`src/rtl/ir_ctl_pkg.sv`:
```
// Shared definitions for the IR/DRAM load sequencer: state encoding and
// diagnostic function code groups.
package ir_ctl_pkg;

    typedef enum logic [2:0] {
        ST_IDLE,
        ST_WAIT_CACHE,
        ST_LOAD_IR,
        ST_SETTLE,
        ST_LOAD_DRAM,
        ST_VALID,
        ST_DIAG_LOAD,
        ST_DIAG_READ
    } ir_state_t;

    localparam logic [6:0] DIAG_LOAD_06X_BASE = 7'o060;
    localparam logic [6:0] DIAG_READ_13X_BASE = 7'o130;
    localparam logic [6:0] DIAG_GROUP_MASK    = 7'o170;

    // True when code falls in the eight-function group starting at base.
    function automatic logic diag_in_group(input logic [6:0] code, input logic [6:0] base);
        return (code & DIAG_GROUP_MASK) == base;
    endfunction

endpackage

```
`src/rtl/ir_seq_counter.sv`:
```
// Loadable 8-bit down-counter with zero flag, shared by the timed states of
// the IR load sequencer.
module ir_seq_counter (
    input  logic       clk,
    input  logic       resetN,
    input  logic       load,
    input  logic [7:0] load_val,
    input  logic       dec,
    output logic       zero
);

    logic [7:0] count;

    always_ff @(posedge clk or negedge resetN) begin
        if (!resetN) begin
            count <= '0;
        end else if (load) begin
            count <= load_val;
        end else if (dec && (count != '0)) begin
            count <= count - 8'd1;
        end
    end

    assign zero = (count == '0);

endmodule

```
`src/rtl/ir_load_sequencer.sv`:
```
// Orders loadIR / mbXfer / loadDRAM with a settle gap and arbitrates the IR
// board between instruction fetches and diagnostic EBUS functions 06X / 13X.
module ir_load_sequencer
    import ir_ctl_pkg::*;
#(
    parameter int unsigned SETTLE_CYCLES    = 1,
    parameter int unsigned DIAG_READ_CYCLES = 2,
    parameter int unsigned CACHE_TIMEOUT    = 15
) (
    input  logic       clk,
    input  logic       resetN,
    input  logic       irReq,
    input  logic       irSrcAD,
    input  logic       cacheValid,
    input  logic       diagStrobe,
    input  logic [6:0] diagFunc,
    output logic       loadIR,
    output logic       mbXfer,
    output logic       loadDRAM,
    output logic       diagLoadFunc06X,
    output logic       diagReadFunc13X,
    output logic       dispValid,
    output logic       busy,
    output logic       fetchTimeout
);

    localparam logic [7:0] SETTLE_LOAD  = 8'(SETTLE_CYCLES - 1);
    localparam logic [7:0] READ_LOAD    = 8'(DIAG_READ_CYCLES - 1);
    localparam logic [7:0] TIMEOUT_LOAD = 8'(CACHE_TIMEOUT - 1);

    ir_state_t  state, state_nxt;
    logic       src_ad, src_nxt;
    logic       cnt_load, cnt_dec, cnt_zero;
    logic [7:0] cnt_val;
    logic       timeout_set, timeout_clr;
    logic       diag_ld, diag_rd;

    ir_seq_counter u_cnt (
        .clk      (clk),
        .resetN   (resetN),
        .load     (cnt_load),
        .load_val (cnt_val),
        .dec      (cnt_dec),
        .zero     (cnt_zero)
    );

    assign diag_ld = diagStrobe && diag_in_group(diagFunc, DIAG_LOAD_06X_BASE);
    assign diag_rd = diagStrobe && diag_in_group(diagFunc, DIAG_READ_13X_BASE);

    always_comb begin
        state_nxt   = state;
        src_nxt     = src_ad;
        cnt_load    = 1'b0;
        cnt_val     = '0;
        cnt_dec     = 1'b0;
        timeout_set = 1'b0;
        timeout_clr = 1'b0;
        case (state)
            ST_IDLE, ST_VALID: begin
                // Diag wins a collision; an unrecognised code does not block irReq.
                if (diag_ld) begin
                    state_nxt = ST_DIAG_LOAD;
                end else if (diag_rd) begin
                    state_nxt = ST_DIAG_READ;
                    cnt_load  = 1'b1;
                    cnt_val   = READ_LOAD;
                end else if (irReq) begin
                    src_nxt     = irSrcAD;
                    timeout_clr = 1'b1;
                    if (irSrcAD || cacheValid) begin
                        state_nxt = ST_LOAD_IR;
                    end else begin
                        state_nxt = ST_WAIT_CACHE;
                        cnt_load  = 1'b1;
                        cnt_val   = TIMEOUT_LOAD;
                    end
                end
            end
            ST_WAIT_CACHE: begin
                if (cacheValid) begin
                    state_nxt = ST_LOAD_IR;
                end else if (cnt_zero) begin
                    state_nxt   = ST_IDLE;
                    timeout_set = 1'b1;
                end else begin
                    cnt_dec = 1'b1;
                end
            end
            ST_LOAD_IR: begin
                state_nxt = ST_SETTLE;
                cnt_load  = 1'b1;
                cnt_val   = SETTLE_LOAD;
            end
            ST_SETTLE: begin
                if (cnt_zero) state_nxt = ST_LOAD_DRAM;
                else          cnt_dec   = 1'b1;
            end
            ST_LOAD_DRAM: state_nxt = ST_VALID;
            ST_DIAG_LOAD: state_nxt = ST_IDLE;
            ST_DIAG_READ: begin
                if (cnt_zero) state_nxt = ST_IDLE;
                else          cnt_dec   = 1'b1;
            end
            default: state_nxt = ST_IDLE;
        endcase
    end

    // Outputs are registered copies of the next-state decode, so they line up
    // with the state they describe and a reset clears them immediately.
    always_ff @(posedge clk or negedge resetN) begin
        if (!resetN) begin
            state           <= ST_IDLE;
            src_ad          <= 1'b0;
            loadIR          <= 1'b0;
            mbXfer          <= 1'b0;
            loadDRAM        <= 1'b0;
            diagLoadFunc06X <= 1'b0;
            diagReadFunc13X <= 1'b0;
            dispValid       <= 1'b0;
            busy            <= 1'b0;
            fetchTimeout    <= 1'b0;
        end else begin
            state           <= state_nxt;
            src_ad          <= src_nxt;
            loadIR          <= (state_nxt == ST_LOAD_IR);
            mbXfer          <= (state_nxt == ST_LOAD_IR) && src_nxt;
            loadDRAM        <= (state_nxt == ST_LOAD_DRAM);
            diagLoadFunc06X <= (state_nxt == ST_DIAG_LOAD);
            diagReadFunc13X <= (state_nxt == ST_DIAG_READ);
            dispValid       <= (state_nxt == ST_VALID);
            busy            <= !((state_nxt == ST_IDLE) || (state_nxt == ST_VALID));
            if (timeout_set)      fetchTimeout <= 1'b1;
            else if (timeout_clr) fetchTimeout <= 1'b0;
        end
    end

    a_pulse_exclusive: assert property (@(posedge clk) disable iff (!resetN)
        $onehot0({loadIR, loadDRAM, diagLoadFunc06X, diagReadFunc13X}));

endmodule
```
`config.mk`:
```
export PLATFORM = sky130hd
export DESIGN_NAME = ir_load_sequencer
export DESIGN_NICKNAME = d
export VERILOG_FILES = /design/src/rtl/ir_ctl_pkg.sv /design/src/rtl/ir_seq_counter.sv /design/src/rtl/ir_load_sequencer.sv
export SDC_FILE = /design/constraint.sdc
export NUM_CORES = 1
export LEC_CHECK = 0
export CORE_UTILIZATION = 49
export DETAILED_ROUTE_END_ITERATION = 8
export HOLD_SLACK_MARGIN = 0.03
export PLACE_DENSITY = 0.75
export SKIP_LAST_GASP = 1
export SLEW_MARGIN = 10
export SYNTH_ARGS = -nofsm -noshare
export SYNTH_HDL_FRONTEND = slang
export SYNTH_HIERARCHICAL = 1
export SYNTH_SLANG_ARGS = --single-unit
```
`constraint.sdc`:
```
create_clock -name clk -period 4.12 [get_ports clk]
set_input_delay 0.618 -clock clk [delete_from_list [all_inputs] [get_ports clk]]
set_output_delay 0.618 -clock clk [all_outputs]
set_load 0.005 [all_outputs]
```
======== Word level (Yosys, flattened, before mapping) ========
Cells that the tools add are included.
storage, ports and cells
  flip-flop bits (word level) ............. 20
  input bits .............................. 13
  output and inout bits ................... 8
  logic and storage cells ................. 77
cells by class
  $add $sub $neg .......................... 1
  equality and inequality tests ........... 14
  multiplexer cells ....................... 36
  reductions and logical operators ........ 15
operators with widths
  cell                                                                    count
  3-bit equality test (second input constant)                             8
  3-bit case mux with 7 select lines                                      1
  4-bit two-way mux                                                       5
  1-bit two-way mux                                                       19
  3-bit two-way mux                                                       6
  8-bit two-way mux                                                       2
  3-bit by 2-bit equality test with 1-bit output (second input constant)  3
  8-bit zero test                                                         1
  8-bit nonzero test                                                      1
  8-bit by 1-bit subtractor with 8-bit output (second input constant)     1
  3-bit zero test                                                         2
  4-bit by 3-bit equality test with 1-bit output (second input constant)  1
  4-bit equality test (second input constant)                             1
  1-bit logical AND                                                       4
  1-bit case mux with 2 select lines                                      2
  2-bit nonzero test                                                      2
  2-bit OR reduction                                                      2
  3-bit by 1-bit equality test with 1-bit output (second input constant)  1
  1-bit logical OR                                                        2
  2-bit two-way mux                                                       1
  1-bit zero test                                                         1

======== Logic depth before layout (Yosys ltp) ========
Gate-level depths: netlist of the first run.
  word-level depth ........................ 9
  depth in mapped cells ................... 10
  mapped depth without buffers ............ 10

======== Modules after synthesis ========
The synthesis of the first run kept the hierarchy.
modules (own cells, without submodules)
  module             times used  cells each  area each (sq um)
  ir_load_sequencer  1           66          688.2
  ir_seq_counter     1           60          545.5

======== Worst setup path before layout of the first run ========
OpenSTA, ideal clock, no wires.
  path kind ............................... reg2reg
  start point ............................. register u_cnt.count[0]
  end point ............................... register u_cnt.count[5]
  setup time .............................. 126 ps
  data arrival time ....................... 2273 ps
  data required time ...................... 3994 ps
  setup slack ............................. 1721 ps
  cell stages (with the launch flop) ...... 11
  clock period less this slack ............ 2399 ps
  path through ............................ dfrtp_1 > inv_1 > ha_1 > or3b_2 > nor2_1 > nor2b_1 > o21ai_0 > inv_1 > or4b_1 > o311a_1 > a221o_1
between the ends
  longest elaborated chain between the ends .. 6
  elaborated cells between the ends (all ways) .. 10
ends and longest elaborated chain
  element                                 line                                                                        RTL
  start, declared                         ir_seq_counter.sv:12                                                        logic [7:0] count;
  start signal, assigned                  ir_seq_counter.sv:18                                                        count <= load_val;
  start signal, assigned                  ir_seq_counter.sv:20                                                        count <= count - 8'd1;
  8-bit zero test (*)                     ir_seq_counter.sv:24                                                        assign zero = (count == '0);
  via cnt_zero                            ir_load_sequencer.sv:33                                                     logic cnt_load, cnt_dec, cnt_zero;
  1-bit two-way mux (*)                   ir_load_sequencer.sv:82, ir_load_sequencer.sv:95, ir_load_sequencer.sv:101
  1-bit two-way mux                       ir_load_sequencer.sv:80                                                     if (cacheValid) begin
  1-bit case mux with 2 select lines (*)  ir_load_sequencer.sv:58                                                     case (state)
  via cnt_dec                             ir_load_sequencer.sv:33
  1-bit logical AND (*)                   ir_seq_counter.sv:19                                                        end else if (dec && (count != '0)) begin
  2-bit nonzero test (no line) (*)        -
The timed path passes the listed nets; every way through them passes the cells marked *. The select of a mux whose other input is x is not followed.
A chain may end at the register's enable or synchronous reset.

======== Final worst setup path of the first run ========
  start point ............................. input port irReq
  end point ............................... register u_cnt.count[5]
between the ends
  longest elaborated chain between the ends .. 5
  elaborated cells between the ends (all ways) .. 6
ends and longest elaborated chain
  element                                                  line                     RTL
  start, declared                                          ir_load_sequencer.sv:12  input logic irReq,
  1-bit two-way mux (*)                                    ir_load_sequencer.sv:67  end else if (irReq) begin
  1-bit two-way mux (*)                                    ir_load_sequencer.sv:63  end else if (diag_rd) begin
  1-bit two-way mux (*)                                    ir_load_sequencer.sv:61  if (diag_ld) begin
  1-bit case mux with 2 select lines (*)                   ir_load_sequencer.sv:58
  via cnt_load                                             ir_load_sequencer.sv:33
  8-bit two-way mux or 2-bit nonzero test (tied branches)  -
The timed path passes the listed nets; every way through them passes the cells marked *.

==> metrics.csv, run 1 <==
stage;metric;value;unit
worst_setup_path;Setup crit start;irReq;
cts;Clock H-tree levels;1;
cts;post-cts resize count;0;
worst_setup_path;CP Launch Type;input port;
cts;Root Driver;clkbuf_4;
drt;post-DR wirelength/cell;14.4;um
drt;detailed router's first-iteration violation count;19;
synthesis;warnings from Yosys;6;
cells_and_area;share of layout cells above drive strength 1;0.116;
floorplanning;die width;52.2;um
global_routing;total global-route track usage;0.212;
sta;fmax;362;MHz
worst_setup_path;Req. time, crit path;4.30;ns
cts;Num Clock Sinks;20;
synthesis;Synth cell types;55;
sta;Hold Violations, Final;0;
synthesis;syn avg cell area;9.79;um^2
synthesis;Async SR Flop Fraction;1.00;
worst_setup_path;CP Cell Sequence;clkdlybuf4s50_1 -> or3b_1 -> nand2_1 -> a21oi_1 -> nor3_1 -> buf_4 -> clkinv_1 -> o311a_1 -> a221o_1;
floorplanning;core footprint;0.00230;mm^2
drt;DR vias/cell;5.89;
sta;Max Slew Vio Count;0;
drt;via count;1025;
worst_setup_path;Largest stage delay, worst path;0.57;ns
cts;Post-CTS Setup Bufs;0;
worst_setup_path;Worst EP arrival;2.94;ns
synthesis;EDFF count, synth;0;
sta;worst-margin pin slew;0.885;ns
floorplanning;Die H;52.2;um
worst_setup_path;worst r2r src;u_cnt/count[0]$_DFFE_PN0P_;
placed_design;Buffers on Ports;17;
sta;Slew headroom;0.408;
placed_design;DP Area;0.00144;mm^2
cts;Worst-Skew Late Latency;0.29;ns
cells_and_area;Syn-to-layout area delta;18.3;%
floorplanning;Initial Util;0.537;
synthesis;Synth Flop Type;dfrtp_1;
drt;DRC viols;0;
cells_and_area;most frequent cells in the layout;dfrtp_1, clkdlybuf4s50_1, nor2_1, nand2_1;
worst_setup_path;WS Path Type;in -> reg;
worst_setup_path;Crit-path slowest cell;clkdlybuf4s50_1;
global_routing;largest net degree at the start of global routing;21;
placed_design;GP Congestion;0.815;
power;Pwr Total;1.11;mW
cells_and_area;Diodes inserted;0;
sta;RSZ-0062 raised after global routing;no;
global_routing;first-pass GRT wire length;4200;um
cells_and_area;final instance area;0.00146;mm^2
cts;Bufs on Longest Clock Path;2;
sta;worst setup margin;1.35;ns
sta;Sum Neg Setup Slack;0;ns
synthesis;Yosys reg bits;20;
job;Max-cap violations;0;
sta;period utilisation layout;0.671;
cts;Clock transition at path regs;0.11;ns
synthesis;mapped cell area;0.00123;mm^2
drt;TritonRoute pass-1 iters;4;
global_routing;vias in the first global route;959;
synthesis;Synth Instances;126;
run_status;status;finished clean;
global_routing;antenna violations before repair;0;
hold_path;Hold Startpoint;src_ad$_DFF_PN0_;
synthesis;register area share after synthesis;0.406;
cells_and_area;Nets;163;
power;worst vdd ir;0.555;mV
sta;skew final;0.0104;ns
power;Pwr per Cell Area;758;mW/mm^2
sta;Fin Hold WS;0.506;ns
sta;minimum clock period;2.77;ns
hold_path;hold crit path type;reg -> reg;
placed_design;Post-Place Setup Slack;1.06;ns
sta;Setup Viol. Count Final;0;
cts;CTS tree;built;
floorplanning;num ports;21;
cells_and_area;most common cell after layout, fill and taps aside;dfrtp_1;
cts;cts bufs inserted;3;
cts;# hold bufs at CTS;0;
floorplanning;full die area;0.00272;mm^2
worst_setup_path;Crit path max-delay family;buffers and inverters;
worst_setup_path;Critical path buffers and inverters;3;
worst_setup_path;Setup crit end kind;register;
placed_design;Post-DP HPWL;1860;um
worst_setup_path;Crit Path Max Fanout;14;
drt;final WL;2500;um
floorplanning;Rows;17;
drt;Final ANT Viol Nets;0;
worst_setup_path;flop2flop setup slack;1.40;ns
power;leakage;0.608;nW
global_routing;gr ovfl total;0;
[layer usage]
| metal | global-route usage | up-vias | part of all wire |
|---|---|---|---|
| met5 | 0 | - | 0 |
| met4 | 0.0658 | 0 | 0.0064 |
| met3 | 0.0551 | 2 | 0.053 |
| met2 | 0.342 | 24 | 0.48 |
| met1 | 0.278 | 497 | 0.46 |
| li1 | - | 502 | - |
[where the power goes]
part,switching (mW),internal [mW],leakage [nW],total (mW)
Clock,0.0562,0.0340,0.0138,0.0901
Sequential,0.0997,0.280,0.248,0.380
Combinational,0.333,0.302,0.346,0.635
Total,0.489,0.616,0.608,1.11
[metrics by stage]
step,instances,util
6_report,174,0.635
5_1_grt,174,0.635
4_1_cts,174,0.635
3_5_place_dp,171,0.625
3_3_place_gp,171,0.625
2_1_floorplan,129,-
[cells by family (layout without fill, tap and decap cells)]
kind of cell,Yosys count,after routing,synth area share
AOI/OAI and AO/OA,31,31,0.218
xor gates and xnor gates,3,3,0.0274
adders and majority gates,2,2,0.0203
buffers and inverters,11,28,0.0385
DFF,20,20,0.406
muxes,1,1,0.0122
other,1,4,0.00304
and+or+nand+nor,57,57,0.275
[area by class of cell]
type	count	area (um^2)
clock buffers	3	22.5
fillers	204	838
inverters	7	26.3
repair buffers	18	178
multi-input cells	98	697
well taps	28	35.0
flip-flops and latches	20	500
[worst paths after layout]
path,to,depth (start not counted)
worst max register to register,u_cnt/count[5]$_DFFE_PN0P_,10
max in group asynchronous,state[0]$_DFF_PN0_,1
worst max-delay path,u_cnt/count[5]$_DFFE_PN0P_,9
worst min-delay path,src_ad$_DFF_PN0_,1
min in group asynchronous,u_cnt/count[7]$_DFFE_PN0P_,1
worst min register to register,src_ad$_DFF_PN0_,1
[Yosys cell counts, types with 2 or more instances]
cell | n | area [um^2]
nor2_1 | 10 | 37.5
dfrtp_1 | 20 | 500
buf_2 | 2 | 10.0
or3b_2 | 2 | 17.5
nand2_1 | 9 | 33.8
o21ai_0 | 3 | 15.0
and3_1 | 3 | 18.8
xnor2_1 | 2 | 17.5
inv_1 | 5 | 18.8
nor3_1 | 3 | 15.0
nor2b_1 | 4 | 25.0
a2bb2oi_1 | 2 | 17.5
a21oi_1 | 5 | 25.0
nor3b_1 | 5 | 37.5
a211o_1 | 3 | 26.3
or4_1 | 3 | 22.5
or3_1 | 2 | 12.5
nand3_1 | 3 | 15.0
ha_1 | 2 | 25.0
nand4_1 | 2 | 12.5
a31oi_1 | 2 | 12.5
[state kept, by name, summed over array words and instances (netlist names)]
signal	flops
u_cnt/count	8
state	3
busy	1
diagLoadFunc06X	1
diagReadFunc13X	1
dispValid	1
fetchTimeout	1
loadDRAM	1
loadIR	1
mbXfer	1
src_ad	1
Note: power is estimated with default switching activity, not from simulation.
==> inputs of run 2 (changes only) <==
Clock period 4.12 ns to 2.8 ns, I/O delays scaled along.
==> run 2 against run 1 <==
Net effect: power increased by 67%; die area unchanged; utilization is 5.1 points higher; cell count rose by 6.9%; global-route usage is 3.0 points higher; sequential share of layout area down 2.5 points; design area increased by 8.0%; hold slack worse by 0.068 ns; clock-buffer cell count unchanged; setup slack worse by 1.2 ns; flip-flop and latch count is the same; largest power group unchanged.
==> metrics.csv, run 2 (synthesis results as in run 1) <==
stage;metric;value;unit
run_status;status;finished clean;
worst_setup_path;Req. time, crit path;2.99;ns
global_routing;vias in the first global route;1013;
cts;cts bufs inserted;3;
global_routing;total global-route track usage;0.242;
worst_setup_path;WS Path Type;reg -> reg;
cts;Worst-Skew Late Latency;0.30;ns
global_routing;largest net degree at the start of global routing;21;
cts;Clock transition at path regs;0.12;ns
sta;Setup Viol. Count Final;0;
cts;CTS tree;built;
sta;skew final;0.00789;ns
drt;via count;1079;
cts;# hold bufs at CTS;0;
sta;Slew headroom;0.575;
drt;Final ANT Viol Nets;0;
power;Int Pwr;1.08;mW
sta;Fin Hold WS;0.439;ns
sta;Sum Neg Setup Slack;0;ns
sta;fmax;383;MHz
drt;DR vias/cell;5.80;
worst_setup_path;flop2flop setup slack;0.19;ns
floorplanning;full die area;0.00272;mm^2
sta;worst-margin pin slew;0.632;ns
cts;Bufs on Longest Clock Path;2;
placed_design;Placed Cells;179;
power;Pwr per Cell Area;1170;mW/mm^2
power;leakage;0.677;nW
power;Combinational Power Share;0.572;
drt;TritonRoute pass-1 iters;4;
cells_and_area;most common cell after layout, fill and taps aside;dfrtp_1;
sta;RSZ-0062 raised after global routing;no;
floorplanning;Rows;17;
global_routing;first-pass GRT wire length;4720;um
floorplanning;die width;52.2;um
cells_and_area;Top reg by flops;u_cnt/count;
placed_design;GP Congestion;0.873;
power;Psw;0.767;mW
floorplanning;num ports;21;
power;Pwr Total;1.85;mW
drt;final WL;2830;um
cts;Root Driver;clkbuf_4;
cells_and_area;most frequent cells in the layout;dfrtp_1, clkdlybuf4s50_1, buf_4, nor2_1, nand2_1;
job;Max-cap violations;0;
cts;Num Clock Sinks;20;
placed_design;Post-DP HPWL;2130;um
power;sw frac;0.416;
cts;Clock H-tree levels;1;
cells_and_area;final instance area;0.00158;mm^2
cells_and_area;Filler Cell Count;184;
cells_and_area;non-filler cells, final;186;
cells_and_area;Largest regs;u_cnt/count: 8 flops, state: 3 flops;
floorplanning;Initial Util;0.537;
sta;Hold Violations, Final;0;
cells_and_area;Diodes inserted;0;
power;clock share of power;0.127;
cells_and_area;share of layout cells above drive strength 1;0.190;
drt;post-DR wirelength/cell;15.2;um
cells_and_area;Syn-to-layout area delta;27.7;%
sta;period utilisation layout;0.932;
global_routing;gr ovfl total;0;
floorplanning;Die H;52.2;um
worst_setup_path;Worst EP arrival;2.81;ns
power;Flop pwr share;0.301;
global_routing;antenna violations before repair;0;
placed_design;Buffers on Ports;17;
drt;detailed router's first-iteration violation count;32;
worst_setup_path;Setup crit end kind;register;
sta;minimum clock period;2.61;ns
drt;DRC viols;0;
placed_design;DP Area;0.00150;mm^2
floorplanning;core footprint;0.00230;mm^2
sta;Max Slew Vio Count;0;
cells_and_area;max FFs per register;8;
power;worst vdd ir;0.828;mV
worst_setup_path;CP Launch Type;register;
hold_path;hold crit path type;in -> async;
worst_setup_path;Crit Path Max Fanout;7;
cells_and_area;Nets;174;
-- run 2: changes by cell type in the layout (fill, tap and decap cells not counted) --
cell,change
buf_4,+11
bufinv_16,+1
or4b_4,+1
or4b_1,-1
-- run 2: area by class of cell --
| class | instances | area, um^2 | share of cell area |
|---|---|---|---|
| clock inverter | 1 | 30.0 | 0.0191 |
| multi-input combinational | 98 | 701 | 0.445 |
| sequential | 20 | 500 | 0.318 |
| inverter | 7 | 26.3 | 0.0167 |
| tap | 28 | 35.0 | 0.0222 |
| clock buffer | 3 | 22.5 | 0.0143 |
| timing repair buffer | 29 | 260 | 0.165 |
-- run 2: worst paths after layout --
kind                                       startpoint                          to  cells past startpoint
setup reg to reg           u_cnt/count[0]$_DFFE_PN0P_  u_cnt/count[5]$_DFFE_PN0P_                     10
setup / recovery           u_cnt/count[0]$_DFFE_PN0P_  u_cnt/count[5]$_DFFE_PN0P_                     10
max in group asynchronous                      resetN          state[1]$_DFF_PN0_                      2
hold / removal                                 resetN  u_cnt/count[6]$_DFFE_PN0P_                      2
hold reg to reg                      src_ad$_DFF_PN0_            src_ad$_DFF_PN0_                      1
min in group clk                     src_ad$_DFF_PN0_            src_ad$_DFF_PN0_                      1
-- run 2: worst max-delay path: stages, from the launching register on --
cell     delay [ns]
dfrtp_1        0.37
inv_1          0.07
ha_1           0.23
or3b_2         0.24
nor2_1         0.09
nor2b_1        0.11
o21ai_0        0.12
inv_1          0.19
or4b_4         0.51
o311a_1        0.31
a221o_1        0.26
-- run 2: power by group through the flow --
stage / sequential (mW) / clock (mW) / combinational [mW]
2_1_floorplan: 0.505 / 0 / 0.750
3_3_place_gp: 0.552 / 0 / 0.960
3_5_place_dp: 0.562 / 0 / 0.996
4_1_cts: 0.555 / 0.240 / 1.00
5_1_grt: 0.573 / 0.254 / 1.17
6_report: 0.555 / 0.235 / 1.06
-- run 2: timing repair --
item | CTS | global route
setup endpoints to repair | 0 | 1
gates resized for setup | 0 | 1
setup buffers | 0 | 3
-- run 2: per-stage QoR --
stage / worst slack [ns] / util
after global placement: 0.131 / 0.651
final: 0.189 / 0.686
after CTS: 0.0994 / 0.674
after floorplan: 0.401 / -
after global routing: 0.0298 / 0.686
after detailed placement: 0.0461 / 0.651
-- run 2: layer usage --
metal	global-route usage	part of all wire	routed length, um
met5	0	0	0
met4	0.0658	0.0092	26
met3	0.0319	0.046	130
met2	0.417	0.50	1430
met1	0.317	0.44	1240
==> inputs of run 3 (changes only) <==
--- a/config.mk
+++ b/config.mk
@@ -6,5 +6,5 @@
 export NUM_CORES = 1
 export LEC_CHECK = 0
-export CORE_UTILIZATION = 49
+export CORE_UTILIZATION = 47
 export DETAILED_ROUTE_END_ITERATION = 8
 export HOLD_SLACK_MARGIN = 0.03
==> constraint.sdc (replaced) <==
create_clock -name clk -period 2.3 [get_ports clk]
set_input_delay 0.345 -clock clk [delete_from_list [all_inputs] [get_ports clk]]
set_output_delay 0.345 -clock clk [all_outputs]
set_load 0.05 [all_outputs]
==> run 3 against run 2 <==
Net effect: the run now ends with setup timing left; combinational power up 64%; clock-buffer cell count unchanged; largest cell class unchanged; clock skew decreased by 0.0020 ns.
==> metrics.csv, run 3 (synthesis results as in run 1) <==
stage;metric;value;unit
run_status;status;finished with violations;
run_status;failing checks;setup timing;
sta;Hold Violations, Final;0;
sta;period utilisation layout;1.01;
cells_and_area;Top reg by flops;u_cnt/count;
cts;cts bufs inserted;3;
cells_and_area;most frequent cells in the layout;buf_4, dfrtp_1, clkdlybuf4s50_1, nand2_1, nor2_1;
sta;RSZ-0062 raised after global routing;yes;
global_routing;largest net degree at the start of global routing;21;
placed_design;Placed Cells;199;
drt;post-DR wirelength/cell;14.9;um
cts;Root Driver;clkbuf_4;
power;worst vdd ir;0.872;mV
cts;Num Clock Sinks;20;
drt;via count;1205;
worst_setup_path;Crit Path Max Fanout;4;
cells_and_area;Diodes inserted;0;
power;leakage;0.783;nW
cells_and_area;most common cell after layout, fill and taps aside;buf_4;
floorplanning;Die H;53.2;um
cells_and_area;non-filler cells, final;209;
drt;final WL;3120;um
drt;detailed router's first-iteration violation count;30;
worst_setup_path;WS Path Type;reg -> reg;
cts;Worst-Skew Late Latency;0.32;ns
global_routing;total global-route track usage;0.247;
drt;TritonRoute pass-1 iters;4;
sta;Sum Neg Setup Slack;-0.0211;ns
job;Max-cap violations;0;
cells_and_area;share of layout cells above drive strength 1;0.330;
worst_setup_path;CP Launch Type;register;
drt;Final ANT Viol Nets;0;
sta;worst setup margin;-0.0211;ns
drt;WL met3;149;um
worst_setup_path;Setup crit end kind;register;
global_routing;first-pass GRT wire length;4930;um
global_routing;antenna violations before repair;0;
power;Pwr per Cell Area;1520;mW/mm^2
placed_design;GP Congestion;0.870;
cells_and_area;Syn-to-layout area delta;43.7;%
worst_setup_path;Worst EP arrival;2.53;ns
cts;CTS tree;built;
cells_and_area;Util after Layout;0.716;
hold_path;hold crit path type;in -> async;
global_routing;gr ovfl total;0;
global_routing;vias in the first global route;1092;
cells_and_area;max FFs per register;8;
cts;Clock transition at path regs;0.13;ns
cts;Bufs on Longest Clock Path;2;
drt;met2 routed WL;1540;um
placed_design;Buffers on Ports;17;
placed_design;Post-DP HPWL;2330;um
sta;minimum clock period;2.32;ns
sta;Setup Viol. Count Final;1;
drt;DR top layer;met4;
cells_and_area;Nets;195;
floorplanning;Initial Util;0.498;
drt;DRC viols;0;
drt;M1 WL;1330;um
placed_design;Post-Place Setup Slack;-0.122;ns
cells_and_area;final instance area;0.00177;mm^2
power;Pwr Total;2.70;mW
drt;DR vias/cell;5.77;
cts;Clock H-tree levels;1;
sta;skew final;0.00592;ns
floorplanning;die width;53.2;um
sta;worst-margin pin slew;0.731;ns
floorplanning;core footprint;0.00248;mm^2
worst_setup_path;Req. time, crit path;2.51;ns
sta;fmax;431;MHz
placed_design;DP Area;0.00165;mm^2
sta;Fin Hold WS;0.359;ns
floorplanning;num ports;21;
cells_and_area;Largest regs;u_cnt/count: 8 flops, state: 3 flops;
floorplanning;full die area;0.00283;mm^2
sta;Max Slew Vio Count;0;
sta;Slew headroom;0.508;
floorplanning;Rows;18;
[run 3: cell types whose count changed in the layout (fill, tap and decap cells not counted), moves of 2 or more]
| cell | previous run | this run |
|---|---|---|
| buf_4 | 12 | 32 |
| nor2_2 | 0 | 2 |
| or3b_2 | 2 | 0 |
| or3b_4 | 0 | 2 |
| nor2_1 | 10 | 8 |
| inv_2 | 1 | 3 |
| inv_1 | 5 | 3 |
[run 3: area by class of cell]
| cell class | instances | area (um^2) |
|---|---|---|
| fill | 207 | 704 |
| clock inverter | 1 | 30.0 |
| timing repair buffer | 50 | 422 |
| multi-input combinational | 98 | 733 |
| tap | 30 | 37.5 |
| sequential | 20 | 502 |
| clock buffer | 3 | 22.5 |
| inverter | 7 | 26.3 |
[run 3: per-layer routing]
layer,track usage,vias up
met5,0,-
met2,0.396,44
li1,-,580
met4,0.118,0
met3,0.0402,8
met1,0.318,573
[run 3: worst max-delay path: stages (launching register included)]
cell and delay [ns]:
dfrtp_1 0.38, inv_2 0.06, ha_4 0.16, or3b_4 0.23, nor2_2 0.05, nor2b_1 0.10, o21ai_1 0.08, inv_1 0.10
or4b_4 0.48, o311a_1 0.31, a221o_1 0.28
[run 3: final timing paths]
kind	startpoint	end	slack, ns	cells past startpoint
min in group clk	fetchTimeout$_DFFE_PN0P_	fetchTimeout$_DFFE_PN0P_	0.51	1
setup reg to reg	u_cnt/count[0]$_DFFE_PN0P_	u_cnt/count[5]$_DFFE_PN0P_	-0.02	10
setup / recovery	u_cnt/count[0]$_DFFE_PN0P_	u_cnt/count[5]$_DFFE_PN0P_	-0.02	10
hold / removal	resetN	u_cnt/count[3]$_DFFE_PN0P_	0.36	2
max in group asynchronous	resetN	u_cnt/count[4]$_DFFE_PN0P_	1.71	2
hold reg to reg	fetchTimeout$_DFFE_PN0P_	fetchTimeout$_DFFE_PN0P_	0.51	1
[run 3: power by group]
part           total, mW  leakage (nW)  switching, mW  internal, mW
Sequential         0.657         0.247          0.153         0.504
Clock              0.300        0.0279          0.123         0.176
Combinational       1.74         0.508          0.871         0.869
[run 3: repair_timing]
item / CTS / global route
resized for setup: 0 / 9
pin swaps: 0 / 2
hold buffers: 0 / 0
endpoints found under the setup margin: 1 / 8
hold endpoints to repair: 0 / 0
setup buffers: 1 / 5
